File: src/rtl/fetch_unit.sv
// fetch_unit -- instruction-fetch stage of the 5-stage RISC-V pipeline.
//
// Owns the PC and talks to a variable-latency request/response instruction
// memory. One instruction is fetched at a time: REQ issues the request, WAIT
// collects the response into ibuf, and HOLD presents it to the F/D register
// until the hazard unit lets the pipeline advance. A taken branch/jump from
// execute (redirect) overrides everything. A response that belongs to a
// request made before the redirect is swallowed in DROP.
//
// Ports:
//   clk, rst      clock, synchronous active-high reset
//   stall_f       hold the current PC/instruction while in HOLD
//   redirect      taken branch/jump this cycle, target on redirect_pc
//   imem_req/imem_addr/imem_ready         request channel (addr = PC)
//   imem_rvalid/imem_rdata                response channel
//   instr_f/pc_f/pcplus4_f                to the F/D register
//   fetch_busy    no valid instruction held (hazard unit bubbles F/D)
module fetch_unit #(
  parameter int unsigned          DATA_WIDTH = 32,
  parameter logic [DATA_WIDTH-1:0] RESET_PC  = 32'h0000_0000,
  parameter logic [DATA_WIDTH-1:0] NOP_INSTR = 32'h0000_0013
) (
  input  logic                  clk,
  input  logic                  rst,
  input  logic                  stall_f,
  input  logic                  redirect,
  input  logic [DATA_WIDTH-1:0] redirect_pc,
  output logic                  imem_req,
  output logic [DATA_WIDTH-1:0] imem_addr,
  input  logic                  imem_ready,
  input  logic                  imem_rvalid,
  input  logic [DATA_WIDTH-1:0] imem_rdata,
  output logic [DATA_WIDTH-1:0] instr_f,
  output logic [DATA_WIDTH-1:0] pc_f,
  output logic [DATA_WIDTH-1:0] pcplus4_f,
  output logic                  fetch_busy
);

  typedef enum logic [1:0] {
    S_REQ  = 2'd0,
    S_WAIT = 2'd1,
    S_HOLD = 2'd2,
    S_DROP = 2'd3
  } state_t;

  localparam logic [DATA_WIDTH-1:0] PC_STEP = DATA_WIDTH'(4);

  state_t                  state_q, state_d;
  logic [DATA_WIDTH-1:0]   pc_q, pc_d;
  logic [DATA_WIDTH-1:0]   ibuf_q, ibuf_d;
  logic                    ibuf_valid_q, ibuf_valid_d;

  always_ff @(posedge clk) begin
    if (rst) begin
      state_q      <= S_REQ;
      pc_q         <= RESET_PC;
      ibuf_q       <= '0;
      ibuf_valid_q <= 1'b0;
    end else begin
      state_q      <= state_d;
      pc_q         <= pc_d;
      ibuf_q       <= ibuf_d;
      ibuf_valid_q <= ibuf_valid_d;
    end
  end

  always_comb begin
    state_d      = state_q;
    pc_d         = pc_q;
    ibuf_d       = ibuf_q;
    ibuf_valid_d = ibuf_valid_q;

    if (redirect) begin
      // The redirect target replaces the PC immediately. If a request has
      // been accepted but not yet answered, its response is stale and must
      // be absorbed in DROP before a new request can go out.
      pc_d         = redirect_pc;
      ibuf_valid_d = 1'b0;
      unique case (state_q)
        S_REQ:   state_d = imem_ready  ? S_DROP : S_REQ;
        S_WAIT:  state_d = imem_rvalid ? S_REQ  : S_DROP;
        S_HOLD:  state_d = S_REQ;
        S_DROP:  state_d = imem_rvalid ? S_REQ  : S_DROP;
        default: state_d = S_REQ;
      endcase
    end else begin
      // A response seen in REQ or HOLD is a protocol violation and ignored.
      unique case (state_q)
        S_REQ: begin
          if (imem_ready) state_d = S_WAIT;
        end
        S_WAIT: begin
          if (imem_rvalid) begin
            ibuf_d       = imem_rdata;
            ibuf_valid_d = 1'b1;
            state_d      = S_HOLD;
          end
        end
        S_HOLD: begin
          if (!stall_f) begin
            pc_d         = pc_q + PC_STEP;
            ibuf_valid_d = 1'b0;
            state_d      = S_REQ;
          end
        end
        S_DROP: begin
          if (imem_rvalid) state_d = S_REQ;
        end
        default: state_d = S_REQ;
      endcase
    end
  end

  assign imem_req   = (state_q == S_REQ);
  assign imem_addr  = pc_q;
  assign pc_f       = pc_q;
  assign pcplus4_f  = pc_q + PC_STEP;
  assign instr_f    = ibuf_valid_q ? ibuf_q : NOP_INSTR;
  assign fetch_busy = !ibuf_valid_q;

endmodule

File: config.mk
export PLATFORM = sky130hd
export DESIGN_NAME = fetch_unit
export DESIGN_NICKNAME = d
export VERILOG_FILES = /design/src/rtl/fetch_unit.sv
export SDC_FILE = /design/constraint.sdc
export NUM_CORES = 1
export LEC_CHECK = 0
export BUFFER_PORTS_ARGS = -buffer_cell sky130_fd_sc_hd__buf_2
export CAP_MARGIN = 20
export CORE_MARGIN = 2
export CORE_UTILIZATION = 52
export CTS_BUF_LIST = sky130_fd_sc_hd__clkbuf_2 sky130_fd_sc_hd__clkbuf_4 sky130_fd_sc_hd__clkbuf_8
export DETAILED_ROUTE_END_ITERATION = 12
export PLACE_DENSITY = 0.89
export SETUP_SLACK_MARGIN = 0.05
export SYNTH_ARGS = -nofsm -noshare
export SYNTH_HDL_FRONTEND = slang
export SYNTH_SLANG_ARGS = --single-unit
File: constraint.sdc
create_clock -name clk -period 5.6 [get_ports clk]
set_input_delay 1.12 -clock clk [delete_from_list [all_inputs] [get_ports clk]]
set_output_delay 1.12 -clock clk [all_outputs]
set_load 0.05 [all_outputs]
=== Word-level counts from Yosys, hierarchy flattened ===
Index checks and enable logic that the tools add are counted.

* Bits in registers: 67

* $add $sub $neg: 1
* Eq/ne operators: 10
* Muxes and demuxes: 16
* Bitwise gates (word level): 1
* Reductions and logical operators: 10

{| class="wikitable"
|+ Operator list
! kind !! number
|-
| $mux W32 || 4
|-
| $add A32 B3 Y32 const B || 1
|-
| $mux W2 || 7
|-
| $ne A3 B3 Y1 const B || 3
|-
| $pmux W2 S4 || 1
|-
| $pmux W2 S3 || 1
|-
| $reduce_and A3 Y1 || 2
|-
| $eq A2 B2 Y1 const B || 2
|-
| $ne A2 B2 Y1 const B || 2
|-
| $reduce_and A4 Y1 || 1
|-
| $reduce_bool A2 Y1 || 2
|-
| $reduce_or A2 Y1 || 2
|-
| $ne A3 B2 Y1 const B || 1
|-
| $eq A2 B1 Y1 const B || 1
|-
| $logic_not A2 Y1 || 1
|-
| $mux W1 || 2
|-
| $ne A2 B1 Y1 const B || 1
|-
| $pmux W1 S2 || 1
|-
| $reduce_and A2 Y1 || 1
|-
| $logic_not A1 Y1 || 1
|-
| $not A1 Y1 || 1
|}

=== Longest topological paths before layout ===
Gate-level depths: netlist of run 1.

* Depth in word-level cells: 4
* Depth in mapped cells: 7
* Depth with buffers taken out: 5

=== Worst setup path before layout of run 1 ===
Ideal clock, no wire load.

* Kind: register to output
* Start: register pc_q[4] (netlist: imem_addr[4])
* End: output port pcplus4_f[25]
* Arrival: 2.985 ns
* Required time: 4.480 ns
* Path slack: 1.495 ns
* Stages on the path, launching flop included: 8
* Path buffers: 3
* Path through: dfxtp_1 buf_2 nand4_4 or4_1 clkbuf_1 buf_2 nor4_1 xor2_1

* Cells in the longest elaborated chain, start to end: 1

{| class="wikitable"
|+ Ends and longest elaborated chain
! item !! line !! text
|-
| start: declaration || 49 || <nowiki>logic [DATA_WIDTH-1:0] pc_q, pc_d;</nowiki>
|-
| start signal: assignment || 61 || <nowiki>pc_q <= pc_d;</nowiki>
|-
| $add A32 B3 Y32 || 117 || <nowiki>assign pcplus4_f = pc_q + PC_STEP;</nowiki>
|-
| end: declaration || 35 || <nowiki>output logic [DATA_WIDTH-1:0] pcplus4_f,</nowiki>
|}

Every way passes these cells.

=== Worst setup path after layout of run 1 ===
* Start: register pc_q[2] (netlist: imem_addr[2])
* End: output port pcplus4_f[28]

Same word-level chain as after synthesis.

==> impl_metrics.ini, run 1 <==
[outcome]
status = finished, final reports clean

[synth]
synth-seq-area-share_pct = 32.7
syn_nets = 615
ys_ff_latch = 67
yosysWarningCount = 0
async_reset_ff_share_pct = 0
yosysUniqueCellTypes = 48
yosysTopAreaCellShare_pct = 32.7
syn_inst = 544
avgSynthCellArea_um2 = 7.54
synth_flop_cell = dfxtp_1
syn_area_mm2 = 0.00410
yosys.area.top_type = dfxtp_1
yosys-top-cells-count = nand2_1 (89), dfxtp_1 (67), a21oi_1 (39), nor2_1 (35), buf_4 (34)
synth.most_common_cell = nand2_1
synthTopCellsByArea = dfxtp_1 (33%), nand2_1 (8.1%), buf_4 (6.2%), xnor2_1 (4.9%), a21oi_1 (4.8%)
synth_edf_count = 0

[grt]
grt_max_degree = 70
grt_pass1_wl_um = 19200
grt_pass1_vias = 4053
grt-ovfl-total = 0
antenna_found_initial = 0
grt_util_all_layers_pct = 27.4

[flow_run]
cap_violations = 0

[detailed_routing]
drt.antenna.violating_nets = 0
vias_per_cell = 5.64
drt-total-wl_um = 12000
drt_pass1_iterations = 5
vias = 4408
drt_iter0_drc = 278
wire_per_inst_um = 15.4
drc = 0

[timing]
finalHoldViolations = 0
drv_slew = 0
period_minus_slack_ns = 4.18
fin_setup_tns_ns = 0
setup_violations = 0
max_freq_mhz = 239
tightest_slew_ns = 1.02
slew_headroom_pct = 31.6
rsz0062_at_grt = no
min_period_over_period_pct = 74.7
fin_worst_skew_ns = 0.00774

[cells_and_area]
stdcell_area_mm2 = 0.00497
instances_no_fill = 781
drive_above_1_share_pct = 33.4
fin_nets = 745
fill_cells = 705
finish.utilization_pct = 64.6
syn_to_final_growth_pct = 21.1
antenna_cells = 0

[placement]
placedCellCount = 763
numPortBuffers = 199
gp_congestion = 0.934
dpl-instance-area_mm2 = 0.00477
hpwl_um = 8490

[clock_network]
cts_max_level = 3
clk_pin_slew_ns = 0.08
cts-resized-gates = 0
cts_made_buffers = 9
clock-root-buffer = clkbuf_8
hold_buffers = 0
clock_path_buffers = 2
cts_tree = yes
clkSinkCount = 67
post_cts_buffers = 0
clkLatencyLatePin_ns = 0.34

[floorplan]
io_pins = 200
row_count = 32
start_util_pct = 53.4
die_y_um = 92.8
die-area_mm2 = 0.00862
core_mm2 = 0.00769
die_w_um = 92.8

[critical_path]
crit_chain = ha_1, nand3_1, nor4_2, nand3_1, xnor2_1, buf_2
critPathTopFamily = simple AND/OR/NAND/NOR gates
required_ns = 4.48
cp.arrival_ns = 3.06
worstPathBufferInverterCount = 1
worstSetupPathType = register to output pin
endpoint_kind = output pin
startpoint_type = register
max_stage_delay_ns = 0.87
cp_max_fo = 13
cpMostUsedCell = nand3_1
crit_slowest_cell = nor4_2

[power_and_ir_drop]
ir_drop_uv = 132
cellLeakagePower_nw = 2.19
power.density_mw_per_mm2 = 252

[worst_hold_path]
hold_path_class = register to register
-- metal layers --
metal / share of wire (%) / up-vias / global-route usage [%]
li1: - / 2110 / -
met1: 39 / 2024 / 33.7
met2: 50 / 236 / 46.1
met3: 7.9 / 38 / 5.70
met4: 3.1 / 0 / 12.4
met5: 0 / - / 0
-- layout make-up --
type	count	area [um^2]	share of cell area, %
inverter	9	33.8	0.680
tap	102	128	2.57
clock buffer	9	124	2.49
sequential	67	1340	27.0
timing repair buffer	204	1040	20.9
multi-input combinational	383	2250	45.3
clock inverter	7	52.6	1.06
-- sequential cells by signal, indices dropped and copies added (netlist names) --
register      count
ibuf_q           32
imem_addr        32
state_q           2
ibuf_valid_q      1
-- cell families after synthesis --
logic type / synth area share, %
buffers and inverters: 12.4
XOR/XNOR: 7.90
AO/OA/AOI/OAI: 14.6
AND/OR/NAND/NOR: 31.6
adder cells (fa/ha/maj): 0.305
multiplexers: 0.488
flip-flops: 32.7
-- worst register-to-register path, cell delays in order (launching register included) --
cell,delay [ns]
dfxtp_1,0.48
ha_1,0.30
nand3_1,0.42
or2_2,0.55
or4_1,0.52
a311oi_1,0.26
-- power breakdown --
group	total [W]	internal (W)	switching (W)
logic	0.000341	0.0000856	0.000256
registers	0.000542	0.000499	0.0000429
clock network	0.000371	0.000164	0.000207
-- metrics by stage --
step | hold WS (ns) | setup WS (ns) | total power, W
5_1_grt | 0.481 | 1.12 | 0.00130
4_1_cts | 0.453 | 1.44 | 0.00125
3_3_place_gp | 0.437 | 1.92 | 0.000885
3_5_place_dp | 0.442 | 1.82 | 0.000891
2_1_floorplan | 0.431 | 1.50 | 0.000825
6_report | 0.452 | 1.42 | 0.00125
-- worst paths after layout --
check	slack, ns	endpoint	startpoint	cells past startpoint
hold / removal	0.45	ibuf_q[0]	ibuf_q[0]	2
hold reg to reg	0.45	ibuf_q[0]	ibuf_q[0]	2
setup reg to reg	2.99	imem_addr[20]	imem_addr[2]	5
setup / recovery	1.42	pcplus4_f[28]	imem_addr[2]	6
-- layout by cell type, fill, tap and decap left out, types with 11 or more instances in the layout --
cell type  count
buf_2        199
nand2_1       89
dfxtp_1       67
a21oi_1       39
nor2_1        35
and2_1        30
xnor2_1       23
nand4_1       18
nor3_1        15
xor2_1        14
nand3_1       13
a311oi_1      13
nor4_1        11
a211oi_1      11
No activity file was read; power rests on OpenSTA's default activity.
==> run 2: changes to the inputs <==
- CORE_UTILIZATION: 52 -> 43
- PLACE_DENSITY: 0.89 -> 0.78
- clock period: 5.6 -> 3.5 ns (I/O delays scaled with it)
==> impl_metrics.ini, run 2 (synthesis gave the netlist of run 1 again) <==
[power_and_ir_drop]
p_comb_share_pct = 26.9
netSwitchingPower_w = 0.000807
ir_drop_uv = 247
p_sw_share_pct = 38.7
power_frac_seq_pct = 41.4
cellLeakagePower_nw = 2.32
clockPowerShare_pct = 31.7
p_int_w = 0.00128
power.density_mw_per_mm2 = 401

[clock_network]
cts_max_level = 3
clock_path_buffers = 2
clkLatencyLatePin_ns = 0.35
cts_tree = yes
clk_pin_slew_ns = 0.08
clkSinkCount = 67
clock-root-buffer = clkbuf_8
cts_made_buffers = 9
post_cts_buffers = 0

[cells_and_area]
mostFrequentLayoutCells = buf_2 (199), nand2_1 (89), dfxtp_1 (66)
instances_no_fill = 820
syn_to_final_growth_pct = 26.8
antenna_cells = 0
drive_above_1_share_pct = 36.5
final_common_cell = buf_2
fin_nets = 757

[detailed_routing]
vias = 4414
wl_met2_um = 5970
drt_pass1_iterations = 5
drt-met1-wl_um = 4920
drt.antenna.violating_nets = 0
wire_per_inst_um = 14.8
vias_per_cell = 5.38
top_signal_layer_used = met4
drt_iter0_drc = 227
drt-total-wl_um = 12200
drc = 0
wl_met3_um = 883

[timing]
rsz0062_at_grt = no
fin_setup_tns_ns = 0
setup_violations = 0
finalHoldViolations = 0
min_period_over_period_pct = 94.6
period_minus_slack_ns = 3.31
slew_headroom_pct = 41.2
worst_slack_ns = 0.189
max_freq_mhz = 302
tightest_slew_ns = 0.881
drv_slew = 0
hold-worst-slack_ns = 0.452
fin_worst_skew_ns = 0.0132

[critical_path]
cp.arrival_ns = 2.61
max_stage_delay_ns = 0.61
crit_chain = nand4_4, or4_1, buf_4, nor3_1, xor2_2, buf_2
critPathTopFamily = simple AND/OR/NAND/NOR gates
crit_slowest_cell = or4_1
worstPathBufferInverterCount = 2
r2r-end = imem_addr[27]
cp_max_fo = 13
startpoint_type = register
ff2ff_path_depth = 5
rrSetupSlack_ns = 1.12
r2r-start = imem_addr[3]
worstSetupPathType = register to output pin
required_ns = 2.80
endpoint_kind = output pin

[placement]
gp_congestion = 0.938
numPortBuffers = 199
placedCellCount = 804
hpwl_um = 8900
preCtsSetupSlack_ns = 0.519

[floorplan]
row_count = 35
io_pins = 200
start_util_pct = 44.4
die-area_mm2 = 0.0103
die_y_um = 102
die_w_um = 102
core_mm2 = 0.00924

[grt]
grt-ovfl-total = 0
grt_pass1_vias = 4008
grt_util_all_layers_pct = 22.4
grt_max_degree = 40
grt_pass1_wl_um = 18700
antenna_found_initial = 0

[worst_hold_path]
hold_depth = 2
holdPathEnd = ibuf_q[4]
hold_path_class = register to register
holdCritStartpoint = ibuf_q[4]

[flow_run]
cap_violations = 0

[outcome]
status = finished, final reports clean
run 2: cell count changes in the layout (fill, tap and decap cells not counted):
cell / previous run / this run
clkinvlp_4: 1 / 0
xnor2_1: 23 / 16
clkbuf_2: 1 / 0
buf_4: 3 / 17
xor2_1: 14 / 9
bufinv_16: 0 / 1
buf_8: 1 / 0
dfxtp_1: 67 / 66
dfxtp_2: 0 / 1
xnor2_2: 0 / 7
xor2_2: 0 / 5
run 2: repair_timing:
| action | CTS | global route |
|---|---|---|
| gates resized for setup | 0 | 1 |
| hold buffers | 0 | 0 |
| setup endpoints to repair | 0 | 1 |
run 2: worst max-delay path by stage:
stage               depth (start not counted)             to    startpoint  slack [ns]
detailed placement                          6  pcplus4_f[31]  imem_addr[5]        0.52
floorplan                                   7  pcplus4_f[25]  imem_addr[4]       -0.02
global route                                6  pcplus4_f[31]  imem_addr[7]        0.06
global placement                            6  pcplus4_f[31]  imem_addr[5]        0.57
CTS                                         6  pcplus4_f[31]  imem_addr[5]        0.13
finish                                      6  pcplus4_f[31]  imem_addr[3]        0.19
run 2: final cells by class:
class	instances	area (um^2)
tap	129	161
clock buffer	9	124
inverter	9	33.8
multi-input combinational	383	2340
timing repair buffer	216	1120
sequential	67	1340
fill	888	4040
clock inverter	7	75.1
run 2: tightest hold or removal path, cell delays in order (launching register included):
cell and delay (ns):
dfxtp_1 0.31, nand2_1 0.05, a21oi_1 0.05
run 2: routing by layer:
layer  vias to the layer above  global-route usage (%)
met5                         -                       0
met4                         0                    10.6
met3                        34                    4.21
met2                       231                    37.4
met1                      2018                    27.9
li1                       2131                       -
run 2: stage by stage:
stage / cell area (um^2) / utilization [%] / total power (W)
6_report: 5200 / 56.3 / 0.00208
5_1_grt: 5200 / 56.3 / 0.00216
4_1_cts: 5200 / 56.3 / 0.00210
3_5_place_dp: 5000 / 54.1 / 0.00144
3_3_place_gp: 5000 / 54.1 / 0.00143
2_1_floorplan: 4190 / - / 0.00133
run 2: power by group through the flow:
stage / combinational (W) / clock, W / sequential, W
floorplan: 0.000389 / 0 / 0.000939
global placement: 0.000558 / 0 / 0.000875
detailed placement: 0.000559 / 0 / 0.000879
CTS: 0.000561 / 0.000678 / 0.000861
global route: 0.000590 / 0.000705 / 0.000870
finish: 0.000560 / 0.000662 / 0.000863
==> run 3: changes to the inputs <==
- clock period: 3.5 -> 2.9 ns (I/O delays scaled with it)
==> impl_metrics.ini, run 3 (synthesis gave the netlist of run 1 again) <==
[floorplan]
start_util_pct = 44.4
row_count = 35
die-area_mm2 = 0.0103
core_mm2 = 0.00924
io_pins = 200
die_y_um = 102
die_w_um = 102

[clock_network]
cts_tree = yes
hold_buffers = 0
clock_path_buffers = 2
clkLatencyLatePin_ns = 0.34
clock-root-buffer = clkbuf_8
cts_made_buffers = 9
clkSinkCount = 67
clk_pin_slew_ns = 0.08
cts_max_level = 3

[detailed_routing]
drt.antenna.violating_nets = 0
drt-total-wl_um = 13400
vias = 4529
drt_pass1_iterations = 5
drt_iter0_drc = 199
wire_per_inst_um = 15.9
drc = 0
vias_per_cell = 5.37

[placement]
hpwl_um = 9320
numPortBuffers = 199
gp_congestion = 0.925
preCtsSetupSlack_ns = 0.237
dpl-instance-area_mm2 = 0.00519

[critical_path]
crit_chain = nand4_4, or4_4, buf_12, nor4_4, xor2_2, buf_6
cp.arrival_ns = 2.23
crit_slowest_cell = or4_4
startpoint_type = register
worstSetupPathType = register to output pin
max_stage_delay_ns = 0.56
endpoint_kind = output pin
required_ns = 2.32
cp_max_fo = 7

[timing]
slew_headroom_pct = 61.7
hold-worst-slack_ns = 0.450
fin_setup_tns_ns = 0
rsz0062_at_grt = yes
period_minus_slack_ns = 2.81
worst_slack_ns = 0.0881
setup_violations = 0
max_freq_mhz = 356
drv_slew = 0
fin_worst_skew_ns = 0.0109
min_period_over_period_pct = 97.0
finalHoldViolations = 0
tightest_slew_ns = 0.573

[power_and_ir_drop]
power.density_mw_per_mm2 = 439
ir_drop_uv = 302
total_power_w = 0.00248
cellLeakagePower_nw = 2.51

[cells_and_area]
final_common_cell = buf_2
antenna_cells = 0
drive_above_1_share_pct = 44.1
fill_cells = 795
syn_to_final_growth_pct = 37.5
fin_nets = 781
stdcell_area_mm2 = 0.00564
mostFrequentLayoutCells = buf_2 (190), nand2_1 (88), dfxtp_1 (45)

[grt]
grt-ovfl-total = 0
grt_util_all_layers_pct = 24.4
grt_pass1_wl_um = 20000
grt_pass1_vias = 4085
antenna_found_initial = 0
grt_max_degree = 51

[flow_run]
cap_violations = 0

[worst_hold_path]
hold_path_class = register to register

[outcome]
status = finished, final reports clean
run 3: changes by cell type in the layout (fill, tap and decap cells not counted), sizes merged:
cell | previous run | this run
inv | 11 | 14
buf | 216 | 237
bufinv | 1 | 0
clkinvlp | 0 | 1
clkbuf | 9 | 12
clkinv | 4 | 1
run 3: power by group:
| group | leakage (nW) | switching (W) | total, W | internal (W) |
|---|---|---|---|---|
| Sequential | 0.560 | 0.0000718 | 0.00103 | 0.000962 |
| Combinational | 1.86 | 0.000523 | 0.000727 | 0.000204 |
| Clock | 0.0912 | 0.000401 | 0.000718 | 0.000316 |
run 3: layout make-up:
class | count | area (um^2) | area share [%]
Multi-Input combinational cell | 383 | 2500 | 44.3
Inverter | 9 | 33.8 | 0.599
Clock buffer | 9 | 124 | 2.20
Clock inverter | 7 | 48.8 | 0.865
Tap cell | 129 | 161 | 2.86
Sequential cell | 67 | 1400 | 24.9
Timing Repair Buffer | 240 | 1370 | 24.3
run 3: worst paths after layout:
check / from / end / slack (ns) / cells after the start
worst max-delay path: imem_addr[2] / pcplus4_f[25] / 0.09 / 6
worst min-delay path: ibuf_q[18] / ibuf_q[18] / 0.45 / 2
worst max register to register: imem_addr[2] / imem_addr[17] / 0.59 / 6
worst min register to register: ibuf_q[18] / ibuf_q[18] / 0.45 / 2
run 3: what timing repair did:
item | in CTS | in global routing
buffers inserted | 2 | 14
pin swaps | 2 | 5
gates cloned | 0 | 1
resized for setup | 18 | 19
endpoints found under the setup margin | 9 | 12
run 3: routing by layer:
metal | global-route usage (%) | up-vias | wire [um]
met5 | 0 | - | 0
met4 | 11.0 | 0 | 344
met3 | 5.66 | 32 | 906
met2 | 39.8 | 192 | 6740
met1 | 30.6 | 2112 | 5400
li1 | - | 2193 | -
run 3: through the flow:
step	std cells	utilization [%]
6_report	844	61.0
5_1_grt	844	61.0
4_1_cts	829	58.9
3_5_place_dp	811	56.2
3_3_place_gp	811	56.2
2_1_floorplan	544	-
run 3: worst max-delay path: cells and delay by family, from the launching register on:
family / cells / cell delay, ns
xor gates and xnor gates: 1 / 0.17
buffers and inverters: 2 / 0.34
DFF: 1 / 0.40
and+or+nand+nor: 3 / 0.98
